$ cat config.mk
export PLATFORM = sky130hd
export DESIGN_NAME = branch_rs_flat
export DESIGN_NICKNAME = d
export VERILOG_FILES = /design/src/rtl/ooo_pkg.sv /design/src/rtl/branch_rs_if.sv /design/src/rtl/branch_rs_age_picker.sv /design/src/rtl/branch_rs.sv /design/src/flat_wrapper.sv
export SDC_FILE = /design/constraint.sdc
export NUM_CORES = 1
export LEC_CHECK = 0
export ABC_AREA = 1
export BUFFER_PORTS_ARGS = -buffer_cell sky130_fd_sc_hd__buf_2
export CELL_PAD_IN_SITES_DETAIL_PLACEMENT = 2
export CELL_PAD_IN_SITES_GLOBAL_PLACEMENT = 2
export CORE_ASPECT_RATIO = 1.4
export CORE_UTILIZATION = 35
export DETAILED_ROUTE_END_ITERATION = 8
export PLACE_DENSITY = 0.83
export SKIP_CTS_REPAIR_TIMING = 1
export SYNTH_ARGS = -nofsm -noshare
export SYNTH_HDL_FRONTEND = slang
export SYNTH_SLANG_ARGS = --single-unit
$ cat constraint.sdc
create_clock -name clk -period 2.12 [get_ports clk]
set_clock_uncertainty 0.2 [all_clocks]
set_input_delay 0.318 -clock clk [delete_from_list [all_inputs] [get_ports clk]]
set_output_delay 0.318 -clock clk [all_outputs]
set_load 0.03 [all_outputs]
$ cat src/rtl/ooo_pkg.sv
// Shared out-of-order core definitions: datapath widths, branch opcodes and
// the operand record used by every reservation station.
package ooo_pkg;

  localparam int ROB_W  = 4;
  localparam int DATA_W = 16;

  localparam logic [3:0] OP_JZ  = 4'b1000;
  localparam logic [3:0] OP_JNZ = 4'b1001;
  localparam logic [3:0] OP_JS  = 4'b1010;
  localparam logic [3:0] OP_JNS = 4'b1011;

  typedef struct packed {
    logic              rdy;
    logic [DATA_W-1:0] val;
    logic [ROB_W-1:0]  tag;
  } operand_t;

  typedef struct packed {
    logic [3:0]       opcode;
    logic [ROB_W-1:0] robIndex;
    logic [8:0]       imm;
    operand_t         t;
    operand_t         a;
  } br_entry_t;

  // Capture a CDB broadcast into an operand that is still waiting on that tag.
  function automatic operand_t wakeOperand(input operand_t          op,
                                           input logic              cdbValid,
                                           input logic [ROB_W-1:0]  cdbTag,
                                           input logic [DATA_W-1:0] cdbValue);
    operand_t res;
    res = op;
    if (cdbValid && !op.rdy && (op.tag == cdbTag)) begin
      res.rdy = 1'b1;
      res.val = cdbValue;
    end
    return res;
  endfunction

endpackage

$ cat src/rtl/branch_rs_if.sv
// Dispatch, CDB, flush and issue signals of the branch reservation station.
// The station itself takes the slave side.
interface branch_rs_if #(
  parameter int ROB_W  = ooo_pkg::ROB_W,
  parameter int DATA_W = ooo_pkg::DATA_W
);

  logic              flush;

  logic              disp_valid;
  logic              disp_ready;
  logic [3:0]        disp_opcode;
  logic [ROB_W-1:0]  disp_rob_index;
  logic              disp_t_rdy;
  logic              disp_a_rdy;
  logic [DATA_W-1:0] disp_t_val;
  logic [DATA_W-1:0] disp_a_val;
  logic [ROB_W-1:0]  disp_t_tag;
  logic [ROB_W-1:0]  disp_a_tag;
  logic [8:0]        disp_imm;

  logic              cdb_valid;
  logic [ROB_W-1:0]  cdb_tag;
  logic [DATA_W-1:0] cdb_value;

  logic              iss_valid;
  logic [3:0]        iss_opcode;
  logic [ROB_W-1:0]  iss_rob_index;
  logic [DATA_W-1:0] iss_vt;
  logic [DATA_W-1:0] iss_va;
  logic [8:0]        iss_imm;

  modport slave (
    input  flush,
    input  disp_valid, disp_opcode, disp_rob_index,
    input  disp_t_rdy, disp_a_rdy, disp_t_val, disp_a_val,
    input  disp_t_tag, disp_a_tag, disp_imm,
    input  cdb_valid, cdb_tag, cdb_value,
    output disp_ready,
    output iss_valid, iss_opcode, iss_rob_index, iss_vt, iss_va, iss_imm
  );

  modport master (
    output flush,
    output disp_valid, disp_opcode, disp_rob_index,
    output disp_t_rdy, disp_a_rdy, disp_t_val, disp_a_val,
    output disp_t_tag, disp_a_tag, disp_imm,
    output cdb_valid, cdb_tag, cdb_value,
    input  disp_ready,
    input  iss_valid, iss_opcode, iss_rob_index, iss_vt, iss_va, iss_imm
  );

endinterface

$ cat src/rtl/branch_rs_age_picker.sv
// Age matrix that grants the oldest requesting entry; shared by the
// reservation stations. older_q[i][j] means entry i was allocated before j.
module age_picker #(
  parameter int DEPTH = 4
) (
  input  logic             clk,
  input  logic             rst_n,
  input  logic [DEPTH-1:0] alloc_i,
  input  logic [DEPTH-1:0] free_i,
  input  logic [DEPTH-1:0] req_i,
  output logic [DEPTH-1:0] grant_o
);

  logic [DEPTH-1:0][DEPTH-1:0] older_q, older_d;

  // A new allocation is younger than everything else currently in the matrix.
  always_comb begin
    older_d = older_q;
    for (int i = 0; i < DEPTH; i++) begin
      for (int j = 0; j < DEPTH; j++) begin
        if (i == j) begin
          older_d[i][j] = 1'b0;
        end else if (alloc_i[j]) begin
          older_d[i][j] = 1'b1;
        end else if (alloc_i[i]) begin
          older_d[i][j] = 1'b0;
        end else if (free_i[i] || free_i[j]) begin
          older_d[i][j] = 1'b0;
        end
      end
    end
  end

  always_comb begin
    grant_o = '0;
    for (int i = 0; i < DEPTH; i++) begin
      grant_o[i] = req_i[i];
      for (int j = 0; j < DEPTH; j++) begin
        if (req_i[j] && older_q[j][i]) begin
          grant_o[i] = 1'b0;
        end
      end
    end
  end

  always_ff @(posedge clk or negedge rst_n) begin
    if (!rst_n) begin
      older_q <= '0;
    end else begin
      older_q <= older_d;
    end
  end

endmodule

$ cat src/rtl/branch_rs.sv
// Branch reservation station: buffers branch uops, snoops the CDB for missing
// operands and issues the oldest ready entry through a registered packet.
module branch_rs
  import ooo_pkg::*;
#(
  parameter int DEPTH = 4
) (
  input logic        clk,
  input logic        rst_n,
  branch_rs_if.slave rs
);

  br_entry_t        entry_q [DEPTH];
  br_entry_t        entry_d [DEPTH];
  logic [DEPTH-1:0] valid_q, valid_d;

  logic [DEPTH-1:0] freeVec;
  logic [DEPTH-1:0] allocOh;
  logic [DEPTH-1:0] reqVec;
  logic [DEPTH-1:0] grantVec;
  logic [DEPTH-1:0] issueOh;
  logic [DEPTH-1:0] pickFree;
  logic             dispFire;
  logic             issueFire;
  br_entry_t        dispEntry;

  logic [3:0]        selOpcode;
  logic [ROB_W-1:0]  selRob;
  logic [DATA_W-1:0] selVt;
  logic [DATA_W-1:0] selVa;
  logic [8:0]        selImm;

  logic              issValid_q;
  logic [3:0]        issOpcode_q;
  logic [ROB_W-1:0]  issRob_q;
  logic [DATA_W-1:0] issVt_q;
  logic [DATA_W-1:0] issVa_q;
  logic [8:0]        issImm_q;

  assign freeVec       = ~valid_q;
  assign rs.disp_ready = |freeVec;
  assign dispFire      = rs.disp_valid && (|freeVec) && !rs.flush;

  // Scanning downwards leaves the lowest-numbered free slot selected.
  always_comb begin
    allocOh = '0;
    for (int i = DEPTH - 1; i >= 0; i--) begin
      if (freeVec[i]) begin
        allocOh    = '0;
        allocOh[i] = dispFire;
      end
    end
  end

  always_comb begin
    reqVec = '0;
    for (int i = 0; i < DEPTH; i++) begin
      reqVec[i] = valid_q[i] && entry_q[i].t.rdy && entry_q[i].a.rdy;
    end
  end

  assign issueOh   = rs.flush ? '0 : grantVec;
  assign issueFire = |issueOh;
  assign pickFree  = rs.flush ? valid_q : issueOh;

  age_picker #(
    .DEPTH (DEPTH)
  ) u_age_picker (
    .clk     (clk),
    .rst_n   (rst_n),
    .alloc_i (allocOh),
    .free_i  (pickFree),
    .req_i   (reqVec),
    .grant_o (grantVec)
  );

  // A same-cycle CDB match is folded in here, or the entry would wait forever.
  always_comb begin
    dispEntry          = '0;
    dispEntry.opcode   = rs.disp_opcode;
    dispEntry.robIndex = rs.disp_rob_index;
    dispEntry.imm      = rs.disp_imm;
    dispEntry.t        = wakeOperand(operand_t'{rs.disp_t_rdy, rs.disp_t_val, rs.disp_t_tag},
                                     rs.cdb_valid, rs.cdb_tag, rs.cdb_value);
    dispEntry.a        = wakeOperand(operand_t'{rs.disp_a_rdy, rs.disp_a_val, rs.disp_a_tag},
                                     rs.cdb_valid, rs.cdb_tag, rs.cdb_value);
  end

  always_comb begin
    valid_d = valid_q;
    for (int i = 0; i < DEPTH; i++) begin
      entry_d[i]   = entry_q[i];
      entry_d[i].t = wakeOperand(entry_q[i].t, rs.cdb_valid, rs.cdb_tag, rs.cdb_value);
      entry_d[i].a = wakeOperand(entry_q[i].a, rs.cdb_valid, rs.cdb_tag, rs.cdb_value);
      if (issueOh[i]) begin
        valid_d[i] = 1'b0;
      end
      if (allocOh[i]) begin
        valid_d[i] = 1'b1;
        entry_d[i] = dispEntry;
      end
    end
    if (rs.flush) begin
      valid_d = '0;
    end
  end

  always_comb begin
    selOpcode = '0;
    selRob    = '0;
    selVt     = '0;
    selVa     = '0;
    selImm    = '0;
    for (int i = 0; i < DEPTH; i++) begin
      if (grantVec[i]) begin
        selOpcode = entry_q[i].opcode;
        selRob    = entry_q[i].robIndex;
        selVt     = entry_q[i].t.val;
        selVa     = entry_q[i].a.val;
        selImm    = entry_q[i].imm;
      end
    end
  end

  always_ff @(posedge clk or negedge rst_n) begin
    if (!rst_n) begin
      valid_q <= '0;
      for (int i = 0; i < DEPTH; i++) begin
        entry_q[i] <= '0;
      end
    end else begin
      valid_q <= valid_d;
      for (int i = 0; i < DEPTH; i++) begin
        entry_q[i] <= entry_d[i];
      end
    end
  end

  // Payload holds its last value when nothing issues; only the valid drops.
  always_ff @(posedge clk or negedge rst_n) begin
    if (!rst_n) begin
      issValid_q  <= 1'b0;
      issOpcode_q <= '0;
      issRob_q    <= '0;
      issVt_q     <= '0;
      issVa_q     <= '0;
      issImm_q    <= '0;
    end else begin
      issValid_q <= issueFire;
      if (issueFire) begin
        issOpcode_q <= selOpcode;
        issRob_q    <= selRob;
        issVt_q     <= selVt;
        issVa_q     <= selVa;
        issImm_q    <= selImm;
      end
    end
  end

  assign rs.iss_valid     = issValid_q;
  assign rs.iss_opcode    = issOpcode_q;
  assign rs.iss_rob_index = issRob_q;
  assign rs.iss_vt        = issVt_q;
  assign rs.iss_va        = issVa_q;
  assign rs.iss_imm       = issImm_q;

endmodule

$ cat src/flat_wrapper.sv
// flat-port wrapper written by rule: the top's interface ports become plain ports
module branch_rs_flat import ooo_pkg::*;
#(
  parameter int DEPTH = 4
)
  (clk, rst_n, rs_flush, rs_disp_valid, rs_disp_opcode, rs_disp_rob_index, rs_disp_t_rdy, rs_disp_a_rdy, rs_disp_t_val, rs_disp_a_val, rs_disp_t_tag, rs_disp_a_tag, rs_disp_imm, rs_cdb_valid, rs_cdb_tag, rs_cdb_value, rs_disp_ready, rs_iss_valid, rs_iss_opcode, rs_iss_rob_index, rs_iss_vt, rs_iss_va, rs_iss_imm);
  branch_rs_if rs_i ();
  input logic clk;
  input logic rst_n;
  input wire logic [$bits(rs_i.flush)-1:0] rs_flush;
  input wire logic [$bits(rs_i.disp_valid)-1:0] rs_disp_valid;
  input wire logic [$bits(rs_i.disp_opcode)-1:0] rs_disp_opcode;
  input wire logic [$bits(rs_i.disp_rob_index)-1:0] rs_disp_rob_index;
  input wire logic [$bits(rs_i.disp_t_rdy)-1:0] rs_disp_t_rdy;
  input wire logic [$bits(rs_i.disp_a_rdy)-1:0] rs_disp_a_rdy;
  input wire logic [$bits(rs_i.disp_t_val)-1:0] rs_disp_t_val;
  input wire logic [$bits(rs_i.disp_a_val)-1:0] rs_disp_a_val;
  input wire logic [$bits(rs_i.disp_t_tag)-1:0] rs_disp_t_tag;
  input wire logic [$bits(rs_i.disp_a_tag)-1:0] rs_disp_a_tag;
  input wire logic [$bits(rs_i.disp_imm)-1:0] rs_disp_imm;
  input wire logic [$bits(rs_i.cdb_valid)-1:0] rs_cdb_valid;
  input wire logic [$bits(rs_i.cdb_tag)-1:0] rs_cdb_tag;
  input wire logic [$bits(rs_i.cdb_value)-1:0] rs_cdb_value;
  output wire logic [$bits(rs_i.disp_ready)-1:0] rs_disp_ready;
  output wire logic [$bits(rs_i.iss_valid)-1:0] rs_iss_valid;
  output wire logic [$bits(rs_i.iss_opcode)-1:0] rs_iss_opcode;
  output wire logic [$bits(rs_i.iss_rob_index)-1:0] rs_iss_rob_index;
  output wire logic [$bits(rs_i.iss_vt)-1:0] rs_iss_vt;
  output wire logic [$bits(rs_i.iss_va)-1:0] rs_iss_va;
  output wire logic [$bits(rs_i.iss_imm)-1:0] rs_iss_imm;
  assign rs_i.flush = rs_flush;
  assign rs_i.disp_valid = rs_disp_valid;
  assign rs_i.disp_opcode = rs_disp_opcode;
  assign rs_i.disp_rob_index = rs_disp_rob_index;
  assign rs_i.disp_t_rdy = rs_disp_t_rdy;
  assign rs_i.disp_a_rdy = rs_disp_a_rdy;
  assign rs_i.disp_t_val = rs_disp_t_val;
  assign rs_i.disp_a_val = rs_disp_a_val;
  assign rs_i.disp_t_tag = rs_disp_t_tag;
  assign rs_i.disp_a_tag = rs_disp_a_tag;
  assign rs_i.disp_imm = rs_disp_imm;
  assign rs_i.cdb_valid = rs_cdb_valid;
  assign rs_i.cdb_tag = rs_cdb_tag;
  assign rs_i.cdb_value = rs_cdb_value;
  assign rs_disp_ready = rs_i.disp_ready;
  assign rs_iss_valid = rs_i.iss_valid;
  assign rs_iss_opcode = rs_i.iss_opcode;
  assign rs_iss_rob_index = rs_i.iss_rob_index;
  assign rs_iss_vt = rs_i.iss_vt;
  assign rs_iss_va = rs_i.iss_va;
  assign rs_iss_imm = rs_i.iss_imm;
  branch_rs #(.DEPTH(DEPTH)) u_core (.clk(clk), .rst_n(rst_n), .rs(rs_i));
endmodule
==> results_dict.tcl <==
set metrics [dict create \
    grt_pass1_vias 20000 \
    async_reset_ff_frac 1.00 \
    cp_data_arrival_time_ns 2.78 \
    path_delay_family "simple AND/OR/NAND/NOR gates" \
    cts_root_buf "clkbuf_16" \
    ys_ff_latch 302 \
    worstHoldPathCells 5 \
    ir_drop_uv 786 \
    clock_sinks 302 \
    drive_gt1_frac 0.178 \
    drc 0 \
    synth_area_leaders "dfrtp_1, nand3_1, nand2_1, inv_1, nor2_1" \
    ios 135 \
    run_status "complete, but fails checks" \
    die_w_um 183 \
    power_leakage_nw 10.9 \
    max_freq_ghz 0.401 \
    p_per_area_nw_per_um2 1060 \
    final_core_util 0.456 \
    core_um2 45200 \
    yosysTopAreaCell "dfrtp_1" \
    die_area_um2 46900 \
    vias 19100 \
    hp-class "primary input to flip-flop" \
    cpMaxStageDelayCell "dfrtp_1" \
    worst-path-max-fanout 10 \
    fin_tns_setup_ns -18.12 \
    critPathMaxStageDelay_ns 0.43 \
    syn_nets 2293 \
    routed_wl_mm 94.7 \
    synthDistinctLibCells 37 \
    final_common_cell "nand2_1" \
    vias_per_cell 6.18 \
    grt_max_degree 94 \
    synth_area_um2 16100 \
    ff2ff_path_depth 11 \
    synthFlopType "dfrtp_1" \
    start_kind "flip-flop" \
    syn_inst 2209 \
    fin_crit_ns 2.49 \
    dr.pass1.iters 7 \
    holdWs_ns -0.0498 \
    final_cell_mix "nand2_1, nand3_1, dfrtp_1" \
    period_share 1.18 \
    ant_nets 0 \
    cp_cell_sequence "nand3_4 > nor2_2 > nor2_4 > nand3_1 > nand2_2 > nor2_4 > buf_12 > buf_6 > nor2_1 > nand2_1 > nand2_1" \
    cts_buffer_depth 3 \
    worstHoldStart "rs_disp_t_val[9]" \
    crit_path_end_kind "flip-flop" \
    finalMaxSlewViolations 0 \
    drtIter0Drc 1695 \
    setup_viol 111 \
    grt.total_usage 0.339 \
    cts_made_buffers 36 \
    grt_pass1_wl_mm 120 \
    wl_per_cell_um 30.7 \
    r2r_slack_ns -0.37 \
    rr_endpoint "u_core.rs.iss_vt[15]" \
    clkLatencyLatePin_ns 0.59 \
    antenna_found_initial 2 \
    violations "negative hold slack, negative setup slack" \
    r2r_start "u_core.valid_q[2]" \
    final_area_um2 20600 \
    critPathBufInv 2 \
    criticalPathCategory "flip-flop to flip-flop" \
    synth_seq_area_share 0.469 \
    rows 92 \
    grt_overflow 0 \
    avgSynthCellArea_um2 7.29 \
    cap_violations 0 \
    yosysWarnings 0 \
    final_net_count 2528 \
    nFillCells 5065 \
    start_util 0.356 \
    rsz0062_at_grt "yes" \
    die_y_um 256 \
    synth.top_cell.area_share 0.469 \
    finalHoldViolations 40 \
    cp_data_required_time_ns 2.40 \
    final_cell_count_no_fill 3081 \
    cts_tree "built" \
    slew_headroom 0.572 \
    path_clk_slew_ns 0.07 \
    hold_end "u_core.entry_q[152]" \
    synth_edf_count 0 \
    portBuffers 134 \
    worst_pin_slew_ns 0.642 \
    routabilityCongestion 0.990 \
    h-tree-depth 2 \
    area.growth.synth_to_final_pct 28.0 \
    dp.cells 2958 \
    placed_cell_area_um2 18600 \
    dp_hpwl_mm 52.9 \
    fin_total_pwr_mw 21.9 \
    fin_ws_ns -0.374 \
]
-- worst register-to-register path: cells and delay by family (launching register included) --
family        cells  cell delay (ns)
buf+inv           2             0.41
flops             1             0.43
simple gates      9             1.34
-- flip-flops by register name (all words and copies together) (netlist names) --
register and count:
u_core.entry_q 236, u_core.rs.iss_va 16, u_core.rs.iss_vt 16, u_core.u_age_picker.older_q 12, u_core.rs.iss_imm 9, u_core.rs.iss_opcode 4, u_core.rs.iss_rob_index 4, u_core.valid_q 4
u_core.rs.iss_valid 1
-- cell families (layout without fill, tap and decap cells) --
logic type             Yosys count  after routing  share of synthesized area
flip-flops                     302            302                      0.469
buffers and inverters          337            597                     0.0878
AO/OA/AOI/OAI                  191            191                     0.0632
XOR/XNOR                         8              8                    0.00435
other                            0              1                          0
AND/OR/NAND/NOR               1371           1371                      0.375
-- report_power, final --
| group | internal, mW | switching [mW] |
|---|---|---|
| clock network | 3.57 | 2.99 |
| logic | 2.09 | 4.25 |
| registers | 7.53 | 1.45 |
-- routing by layer --
layer  GRT usage  vias to the layer above  wire length [um]
li1            -                     7675                 -
met1       0.374                     9709             33000
met2       0.596                     1150             46100
met3      0.0475                      517              7100
met4       0.238                        4              8370
met5           0                        -               120
-- metrics by stage --
stage                     hold WS (ns)  setup WS (ns)
after detailed placement         0.105         -0.322
final                          -0.0498         -0.374
after CTS                       -0.466         -0.246
after global placement           0.117         -0.118
after floorplan                 -0.178          0.158
after global routing           -0.0209         -0.392
-- final cells by class --
class / count / area, um^2 / share of cell area
Antenna cell: 1 / 2.50 / 0.000121
Clock buffer: 50 / 1030 / 0.0501
Clock inverter: 13 / 130 / 0.00631
Inverter: 200 / 757 / 0.0367
Multi-Input combinational cell: 1570 / 7320 / 0.355
Sequential cell: 302 / 7570 / 0.367
Tap cell: 611 / 764 / 0.0371
Timing Repair Buffer: 334 / 3040 / 0.148
-- how the worst max path moves through the flow --
stage | from | endpoint | slack (ns) | cells after the start
finish | u_core.valid_q[2] | u_core.rs.iss_vt[15] | -0.37 | 11
global placement | rs_cdb_tag[0] | u_core.entry_q[125] | -0.12 | 9
CTS | u_core.entry_q[41] | u_core.rs.iss_vt[15] | -0.25 | 11
floorplan | u_core.valid_q[0] | u_core.entry_q[181] | 0.16 | 8
global route | u_core.valid_q[2] | u_core.rs.iss_rob_index[2] | -0.39 | 11
detailed placement | rs_cdb_tag[0] | u_core.entry_q[125] | -0.32 | 9
-- synthesized netlist by cell type, types with 3 or more instances --
master and instances:
buf_4 5, nand3_1 520, nand3_2 4, buf_2 78
nand4_1 36, buf_1 6, nor2_1 169, or2_2 3
clkbuf_1 44, xor2_1 8, inv_1 183, o22ai_1 12
nand4_2 4, nand2_1 607, o21ai_1 8, buf_6 4
a21oi_1 55, o31ai_1 3, o21ai_0 107, clkinv_1 4
dfrtp_1 302, nor2_2 5, inv_2 12, nand2_2 13
Note: power is estimated with default switching activity, not from simulation.
